File: src/rtl/sps_match_host.sv
// Host-side initiator for the stone-paper-scissors game core.
// Takes move pairs over valid/ready, fires one start pulse per round, samples
// the core result a fixed number of cycles later and keeps the match tally.
//
// state   | meaning
// --------+-----------------------------------------------------------
// S_IDLE  | ready for a move pair, last round's moves still on the core
// S_ISSUE | start pulse to the core with the accepted moves
// S_WAIT  | counting down to the result sample; moves held
// S_DONE  | a player reached WIN_TARGET; everything frozen until clear/rst
module sps_match_host #(
   parameter int RESULT_WAIT = 2,
   parameter int WIN_TARGET  = 3,
   parameter int SCORE_W     = 8
) (
   input  logic               clk,
   input  logic               rst,
   input  logic               clear,
   input  logic               move_valid,
   output logic               move_ready,
   input  logic [1:0]         p1_move,
   input  logic [1:0]         p2_move,
   output logic [1:0]         game_p1,
   output logic [1:0]         game_p2,
   output logic               game_start,
   input  logic [1:0]         game_result,
   output logic [SCORE_W-1:0] p1_score,
   output logic [SCORE_W-1:0] p2_score,
   output logic [SCORE_W-1:0] tie_count,
   output logic [SCORE_W-1:0] invalid_count,
   output logic [SCORE_W-1:0] round_count,
   output logic [1:0]         last_result,
   output logic               match_done,
   output logic [1:0]         match_winner
);

   typedef enum logic [1:0] {
      S_IDLE  = 2'd0,
      S_ISSUE = 2'd1,
      S_WAIT  = 2'd2,
      S_DONE  = 2'd3
   } state_t;

   localparam int WAIT_W = (RESULT_WAIT > 1) ? $clog2(RESULT_WAIT + 1) : 1;
   localparam logic [WAIT_W-1:0]  WAIT_LOAD = WAIT_W'(RESULT_WAIT);
   localparam logic [WAIT_W-1:0]  WAIT_LAST = WAIT_W'(1);
   localparam logic [SCORE_W-1:0] CNT_MAX   = {SCORE_W{1'b1}};
   localparam logic [SCORE_W-1:0] WIN_LAST  = SCORE_W'(WIN_TARGET - 1);

   state_t               state_q, state_d;
   logic [WAIT_W-1:0]    wait_cnt_q, wait_cnt_d;
   logic                 move_ready_q, move_ready_d;
   logic [1:0]           game_p1_q, game_p1_d;
   logic [1:0]           game_p2_q, game_p2_d;
   logic                 game_start_q, game_start_d;
   logic [SCORE_W-1:0]   p1_score_q, p1_score_d;
   logic [SCORE_W-1:0]   p2_score_q, p2_score_d;
   logic [SCORE_W-1:0]   tie_count_q, tie_count_d;
   logic [SCORE_W-1:0]   invalid_count_q, invalid_count_d;
   logic [SCORE_W-1:0]   round_count_q, round_count_d;
   logic [1:0]           last_result_q, last_result_d;
   logic                 match_done_q, match_done_d;
   logic [1:0]           match_winner_q, match_winner_d;

   function automatic logic [SCORE_W-1:0] sat_inc(input logic [SCORE_W-1:0] v);
      return (v == CNT_MAX) ? v : v + 1'b1;
   endfunction

   // Next-state and next-output logic; every output is registered.
   always_comb begin
      state_d         = state_q;
      wait_cnt_d      = wait_cnt_q;
      move_ready_d    = move_ready_q;
      game_p1_d       = game_p1_q;
      game_p2_d       = game_p2_q;
      game_start_d    = 1'b0;
      p1_score_d      = p1_score_q;
      p2_score_d      = p2_score_q;
      tie_count_d     = tie_count_q;
      invalid_count_d = invalid_count_q;
      round_count_d   = round_count_q;
      last_result_d   = last_result_q;
      match_done_d    = match_done_q;
      match_winner_d  = match_winner_q;

      unique case (state_q)
         S_IDLE: begin
            if (move_valid && move_ready_q) begin
               game_p1_d    = p1_move;
               game_p2_d    = p2_move;
               game_start_d = 1'b1;
               move_ready_d = 1'b0;
               state_d      = S_ISSUE;
            end
         end
         S_ISSUE: begin
            wait_cnt_d = WAIT_LOAD;
            state_d    = S_WAIT;
         end
         S_WAIT: begin
            if (wait_cnt_q == WAIT_LAST) begin
               last_result_d = game_result;
               round_count_d = sat_inc(round_count_q);
               unique case (game_result)
                  2'b00: tie_count_d = sat_inc(tie_count_q);
                  2'b01: begin
                     p1_score_d = p1_score_q + 1'b1;
                     if (p1_score_q == WIN_LAST) begin
                        match_done_d   = 1'b1;
                        match_winner_d = 2'b01;
                     end
                  end
                  2'b10: begin
                     p2_score_d = p2_score_q + 1'b1;
                     if (p2_score_q == WIN_LAST) begin
                        match_done_d   = 1'b1;
                        match_winner_d = 2'b10;
                     end
                  end
                  default: invalid_count_d = sat_inc(invalid_count_q);
               endcase
               if (match_done_d) begin
                  state_d      = S_DONE;
                  move_ready_d = 1'b0;
               end else begin
                  state_d      = S_IDLE;
                  move_ready_d = 1'b1;
               end
            end else begin
               wait_cnt_d = wait_cnt_q - 1'b1;
            end
         end
         S_DONE: begin
            move_ready_d = 1'b0;
         end
         default: begin
            state_d      = S_IDLE;
            move_ready_d = 1'b1;
         end
      endcase
   end

   // State and output registers; clear aborts exactly like reset.
   always_ff @(posedge clk) begin
      if (rst || clear) begin
         state_q         <= S_IDLE;
         wait_cnt_q      <= '0;
         move_ready_q    <= 1'b1;
         game_p1_q       <= 2'b00;
         game_p2_q       <= 2'b00;
         game_start_q    <= 1'b0;
         p1_score_q      <= '0;
         p2_score_q      <= '0;
         tie_count_q     <= '0;
         invalid_count_q <= '0;
         round_count_q   <= '0;
         last_result_q   <= 2'b00;
         match_done_q    <= 1'b0;
         match_winner_q  <= 2'b00;
      end else begin
         state_q         <= state_d;
         wait_cnt_q      <= wait_cnt_d;
         move_ready_q    <= move_ready_d;
         game_p1_q       <= game_p1_d;
         game_p2_q       <= game_p2_d;
         game_start_q    <= game_start_d;
         p1_score_q      <= p1_score_d;
         p2_score_q      <= p2_score_d;
         tie_count_q     <= tie_count_d;
         invalid_count_q <= invalid_count_d;
         round_count_q   <= round_count_d;
         last_result_q   <= last_result_d;
         match_done_q    <= match_done_d;
         match_winner_q  <= match_winner_d;
      end
   end

   assign move_ready    = move_ready_q;
   assign game_p1       = game_p1_q;
   assign game_p2       = game_p2_q;
   assign game_start    = game_start_q;
   assign p1_score      = p1_score_q;
   assign p2_score      = p2_score_q;
   assign tie_count     = tie_count_q;
   assign invalid_count = invalid_count_q;
   assign round_count   = round_count_q;
   assign last_result   = last_result_q;
   assign match_done    = match_done_q;
   assign match_winner  = match_winner_q;

endmodule

File: config.mk
export PLATFORM = sky130hd
export DESIGN_NAME = sps_match_host
export DESIGN_NICKNAME = d
export VERILOG_FILES = /design/src/rtl/sps_match_host.sv
export SDC_FILE = /design/constraint.sdc
export NUM_CORES = 1
export LEC_CHECK = 0
export ABC_AREA = 1
export BUFFER_PORTS_ARGS = -buffer_cell sky130_fd_sc_hd__buf_2
export CORE_ASPECT_RATIO = 0.8
export CORE_UTILIZATION = 49
export DETAILED_ROUTE_END_ITERATION = 8
export HOLD_SLACK_MARGIN = 0.1
export PLACE_DENSITY = 0.73
export SYNTH_ARGS = -nofsm -noshare
export SYNTH_HDL_FRONTEND = slang
export SYNTH_SLANG_ARGS = --single-unit
File: constraint.sdc
create_clock -name clk -period 1.85 [get_ports clk]
set_clock_uncertainty 0.2 [all_clocks]
set_input_delay 0.37 -clock clk [delete_from_list [all_inputs] [get_ports clk]]
set_output_delay 0.37 -clock clk [all_outputs]
set_load 0.005 [all_outputs]
==> impl_metrics.csv, run 1 <==
group,metric,value,unit
worst_setup_path,r2r-end,"round_count[1]",
synth,syn_avg_cell_area,7.67,sq um
sta,period_minus_slack,1.70,ns
synth,netlist_area,2790,sq um
sta,slew_headroom,77.2,%
detailed_routing,drc,0,
status,status,"complete, no violations",
synth,syn_inst,364,
finish,drive_gt1_share,29.1,%
cts,cts_root_buf,"clkbuf_8",
synth,ys_types,38,
detailed_routing,num_vias,2563,
worst_setup_path,rr_startpoint,"round_count[1]",
die,start_util,51.1,%
worst_setup_path,path_buf_inv,3,
worst_setup_path,cp_data_required_time,1.86,ns
cts,clock-sinks,55,
global_routing,grt_overflow,0,
synth,synth_edf_count,0,
sta,rsz0062_at_grt,"no",
sta,drv_slew,0,
synth,ys_seq_elements,55,
worst_hold_path,worstHoldEndpoint,"game_p1[1]",
global_routing,grt_pass1_wl,10000,um
sta,achievable-frequency,588,MHz
finish,final_nets,469,
place,dp_cells,507,
die,fp-row-count,24,
cts,clock_path_buffers,2,
worst_setup_path,crit_fanout,7,
worst_setup_path,rr_worst_depth,8,
worst_hold_path,min_from,"p1_move[1]",
global_routing,grt_usage,20.7,%
cts,clk_pin_slew,0.10,ns
sta,worst_pin_slew,0.342,ns
synth,async_flop_share,0,%
worst_setup_path,crit_path_max_incr_delay,0.35,ns
place,hpwl,4400,um
detailed_routing,ant_nets,0,
die,io-pin-count,61,
worst_setup_path,arrival,1.71,ns
place,port-buffer-count,60,
finish,n_antenna_cell,0,
detailed_routing,wirelength,5980,um
synth,syn_nets,391,
die,die_area,6000,sq um
global_routing,antenna_found_initial,0,
cts,holdBufCountCts,0,
finish,n_fill_cell,518,
synth,seq_area_frac_synth,39.4,%
worst_setup_path,worst_path_max_delay_cell,"dfxtp_2",
sta,fin_crit_sh,92.0,%
die,core_area,5470,sq um
detailed_routing,vias_per_cell,4.92,
worst_setup_path,path_cells,"ha_1 > inv_1 > nor4_4 > buf_4 > a21oi_4 > clkinv_4 > nor2_1 > nor2_1",
pwr,total_power,2.13,mW
detailed_routing,wire_per_inst,11.5,um
cts,cts_tree,"built",
place,gp_congestion,0.846,
worst_hold_path,min_path_cells,3,
worst_hold_path,holdCritPathClass,"input pin to flop",
worst_setup_path,start_kind,"flop",
detailed_routing,drt_iter0_markers,89,
pwr,leakagePower,1.57,nW
sta,timing.setup.tns,0,ns
die,die_x,86.4,um
detailed_routing,dr.pass1.iters,4,
cts,cts-buffers-inserted,5,
sta,setup_viol,0,
global_routing,first_global_vias,2269,
sta,finalHoldViolCount,0,
sta,whs,0.137,ns
finish,instances_no_fill,521,
pwr,vdd_drop_max,0.000354,V
flow_run,maxCapViolCount,0,
global_routing,grt_max_degree,32,
pwr,powerDensity,610,nW/um^2
finish,finish.utilization,63.8,%
finish,areaGrowthSynthToFinish,24.8,%
worst_setup_path,crit_family,"buffers and inverters",
worst_setup_path,critPathMostFrequentCell,"nor2_1",
worst_setup_path,r2r_slack,0.15,ns
cts,clk_latency,0.30,ns
die,chipHeight,69.5,um
synth,ys.flop_type,"dfxtp_1",
synth,synth_warnings,0,
cts,htree_num_levels,2,
worst_setup_path,path_class,"flop to flop",
worst_setup_path,endpoint_kind,"flop",
-- layer usage --
metal	routed length, um	track usage [%]	vias to the layer above
li1	-	-	1342
met2	2700	34.0	64
met1	2930	27.9	1152
met3	301	4.17	5
met4	46	5.00	0
met5	0	0	-
-- layout make-up --
cell class	instances	area, sq um	area share, %
well taps	78	97.6	2.80
clock inverters	2	35.0	1.01
repair buffers	75	425	12.2
multi-input cells	249	1510	43.3
flip-flops and latches	55	1110	31.8
clock buffers	6	82.6	2.37
inverters	56	225	6.46
-- through the flow --
stage          cell area, sq um  setup slack (ns)
3_5_place_dp               3260           -0.0377
3_3_place_gp               3260            0.0659
4_1_cts                    3380            0.0246
5_1_grt                    3480           0.00345
6_report                   3480             0.149
2_1_floorplan              2790             0.111
-- state kept, by name, summed over array words and instances (netlist names) --
name,count
game_start,1
match_done,1
tie_count,8
invalid_count,8
wait_cnt_q,2
p2_score,8
game_p2,2
match_winner,2
game_p1,2
state_q,2
p1_score,8
move_ready,1
round_count,8
last_result,2
-- power breakdown --
group | switching, mW | total (mW) | internal (mW)
Clock | 0.381 | 0.820 | 0.438
Sequential | 0.00511 | 1.20 | 1.19
Combinational | 0.0685 | 0.108 | 0.0399
-- worst register-to-register path, delay by kind of cell, from the launching register on --
kind	cells	cell delay, ns
buffers and inverters	3	0.39
flip-flops	1	0.35
AO/OA/AOI/OAI	1	0.24
AND/OR/NAND/NOR	3	0.21
adder cells (fa/ha/maj)	1	0.21
-- what timing repair did --
action                     4_1_cts  5_1_grt
setup endpoints to repair        0       20
gates resized for setup          0       17
buffers inserted                 0        5
-- worst max path at each step --
stage	cells after the start	endpoint	slack, ns	start
detailed placement	9	match_winner[1]	-0.04	game_result[0]
CTS	11	p1_score[6]	0.02	state_q[0]
finish	8	round_count[1]	0.15	round_count[1]
floorplan	11	p1_score[6]	0.11	state_q[0]
global placement	9	match_winner[1]	0.07	game_result[0]
global route	7	round_count[6]	0.003	round_count[1]
-- logic make-up (layout without fill, tap and decap cells) --
| kind of cell | after synthesis | in the layout | share of synthesized area (%) |
|---|---|---|---|
| xor+xnor | 8 | 8 | 2.51 |
| compound gates | 76 | 77 | 15.4 |
| flops | 55 | 55 | 39.4 |
| buf+inv | 61 | 139 | 8.65 |
| fa+ha+maj | 17 | 17 | 7.62 |
| simple gates | 147 | 147 | 26.4 |
-- placed cells by master (no fill, tap or decap), drive strengths merged --
cell / netlist / final
buf: 3 / 75
nand2: 70 / 70
dfxtp: 55 / 55
inv: 53 / 53
a21oi: 41 / 42
nor2: 36 / 36
o21ai: 29 / 29
ha: 17 / 17
nand3: 14 / 14
nor3: 13 / 13
nand4: 7 / 7
clkbuf: 2 / 6
xnor2: 5 / 5
clkinv: 3 / 4
xor2: 3 / 3
nor3b: 3 / 3
nor4: 3 / 3
a211oi: 2 / 2
o22ai: 1 / 1
o211ai: 1 / 1
o21a: 1 / 1
or2: 1 / 1
o21bai: 1 / 1
bufinv: 0 / 1
-- Yosys cell counts (3+ instances only) --
cell      n  area share, %
nand2_2   3           0.67
nor2_4    3            1.2
nand4_1   7            1.6
nand3_2   3            1.1
nand2_4   3            1.2
a21oi_1  36            6.5
xnor2_1   5            1.6
o21ai_0  21            3.8
o21ai_1   8            1.4
nor3_1   12            2.2
dfxtp_1  55             39
a21oi_2   4            1.3
xor2_1    3           0.94
ha_1     17            7.6
nand2_1  64            8.6
buf_1     3           0.40
nand3_1  11            2.0
inv_1    50            6.7
nor2_1   32            4.3
Note: power is estimated with default switching activity, not from simulation.
==> inputs of run 2 (changes only) <==
--- a/config.mk
+++ b/config.mk
@@ -7,11 +7,13 @@
 export LEC_CHECK = 0
 export ABC_AREA = 1
 export BUFFER_PORTS_ARGS = -buffer_cell sky130_fd_sc_hd__buf_2
+export CELL_PAD_IN_SITES_DETAIL_PLACEMENT = 1
+export CELL_PAD_IN_SITES_GLOBAL_PLACEMENT = 1
 export CORE_ASPECT_RATIO = 0.8
-export CORE_UTILIZATION = 49
+export CORE_UTILIZATION = 35
 export DETAILED_ROUTE_END_ITERATION = 8
 export HOLD_SLACK_MARGIN = 0.1
-export PLACE_DENSITY = 0.73
+export PLACE_DENSITY = 0.72
 export SYNTH_ARGS = -nofsm -noshare
 export SYNTH_HDL_FRONTEND = slang
 export SYNTH_SLANG_ARGS = --single-unit
==> impl_metrics.csv, run 2 (synthesis gave the netlist of run 1 again) <==
group,metric,value,unit
sta,finalHoldViolCount,0,
finish,multi_input_area,1520,sq um
sta,period_minus_slack,1.73,ns
cts,cts_tree,"built",
cts,clk_latency,0.32,ns
cts,htree_num_levels,2,
status,status,"complete, no violations",
finish,n_fill_cell,998,
detailed_routing,wirelength,7480,um
pwr,powerDensity,613,nW/um^2
worst_setup_path,cp_data_required_time,1.92,ns
worst_hold_path,worstHoldEndpoint,"game_p1[0]",
place,post-place-ws,-0.0473,ns
global_routing,met1_usage,21.4,%
die,io-pin-count,61,
sta,setup_viol,0,
global_routing,met2_usage,35.1,%
detailed_routing,drc,0,
finish,seqCellArea,1100,sq um
sta,slew_headroom,73.5,%
place,gp_congestion,0.748,
detailed_routing,ant_nets,0,
die,core_area,7570,sq um
place,hpwl,5720,um
sta,finalWorstSetupSlack,0.116,ns
finish,stdcell_area,3540,sq um
detailed_routing,num_vias,2648,
global_routing,first_global_vias,2592,
pwr,leakagePower,1.58,nW
worst_setup_path,crit_fanout,9,
global_routing,grt_pass1_wl,12000,um
die,chipHeight,81.9,um
sta,achievable-frequency,577,MHz
global_routing,use_met3,4.09,%
die,die_area,8340,sq um
die,die_x,102,um
finish,final_common_cell,"nand2_1",
global_routing,grt_usage,18.7,%
finish,final_cell_mix,"nand2_1 (64), buf_2 (60), dfxtp_1 (52)",
detailed_routing,wire_per_inst,13.6,um
sta,worst_pin_slew,0.397,ns
die,start_util,36.9,%
worst_setup_path,r2r_slack,0.12,ns
detailed_routing,dr.pass1.iters,4,
global_routing,grt_overflow,0,
worst_hold_path,min_from,"p1_move[0]",
worst_setup_path,start_kind,"flop",
place,port-buffer-count,60,
detailed_routing,drt_iter0_markers,50,
sta,fin_crit_sh,93.7,%
worst_setup_path,endpoint_kind,"flop",
finish,final_nets,471,
cts,clock-sinks,55,
place,placed_area,3330,sq um
cts,holdBufCountCts,0,
finish,n_antenna_cell,0,
pwr,vdd_drop_max,0.000300,V
pwr,total_power,2.17,mW
cts,cts_root_buf,"clkbuf_8",
die,fp-row-count,28,
detailed_routing,vias_per_cell,4.81,
worst_setup_path,rr_worst_depth,12,
worst_setup_path,r2r-end,"p2_score[6]",
worst_setup_path,rr_startpoint,"state_q[0]",
flow_run,maxCapViolCount,0,
worst_setup_path,path_class,"flop to flop",
worst_hold_path,min_path_cells,3,
worst_setup_path,arrival,1.80,ns
sta,drv_slew,0,
worst_hold_path,holdCritPathClass,"input pin to flop",
finish,drive_gt1_share,29.4,%
finish,areaGrowthSynthToFinish,26.7,%
cts,clock_path_buffers,2,
cts,cts-buffers-inserted,5,
global_routing,busiest_layer,"met2",
global_routing,grt_max_degree,17,
cts,clk_pin_slew,0.11,ns
global_routing,antenna_found_initial,0,
[run 2: cell type report]
class                   instances  area share, %
multi-input cells             249           42.9
well taps                     105           3.71
flip-flops and latches         55           31.2
repair buffers                 77           12.5
inverters                      56           6.37
clock inverters                 2          0.990
clock buffers                   6           2.33
[run 2: through the flow]
stage | utilization, % | setup TNS, ns | hold WS (ns) | instances
2_1_floorplan | - | 0 | 0.229 | 364
3_3_place_gp | 44.0 | 0 | 0.227 | 539
3_5_place_dp | 44.0 | -0.111 | 0.238 | 539
4_1_cts | 45.6 | 0 | 0.124 | 547
5_1_grt | 46.7 | -0.000682 | 0.157 | 550
6_report | 46.7 | 0 | 0.131 | 550
[run 2: timing repair]
item	4_1_cts	5_1_grt
gates resized for setup	0	17
buffers inserted	0	2
endpoints found under the setup margin	0	20
hold endpoints to repair	0	0
[run 2: layer usage]
layer | wire (um) | vias to the layer above
li1 | - | 1342
met1 | 3390 | 1266
met2 | 3810 | 32
met3 | 202 | 8
met4 | 85 | 0
met5 | 0 | -
[run 2: power by group]
part           leakage [nW]  internal, mW  switching [mW]
sequential            0.445          1.19         0.00436
combinational          1.08        0.0426          0.0689
clock                0.0612         0.439           0.420
total                  1.58          1.67           0.493
[run 2: worst max path at each step]
stage,startpoint,endpoint,slack (ns),cells past startpoint
2_1_floorplan,state_q[0],p1_score[6],0.11,11
3_3_place_gp,game_result[0],match_winner[1],0.004,9
3_5_place_dp,game_result[0],match_winner[1],-0.05,9
4_1_cts,state_q[0],p2_score[6],0.005,12
5_1_grt,state_q[0],p2_score[6],-0.0007,12
6_report,state_q[0],p2_score[6],0.12,12
[run 2: critical path, cell delays in order, from the launching register on]
cell and delay [ns]:
dfxtp_2 0.34, inv_2 0.07, ha_4 0.15, nand2_4 0.07
inv_8 0.09, nand2_4 0.08, clkinv_2 0.08, nand2_2 0.06
nor2_4 0.18, nand3_4 0.10, o21bai_4 0.12, nand2_1 0.06
nor2_1 0.08
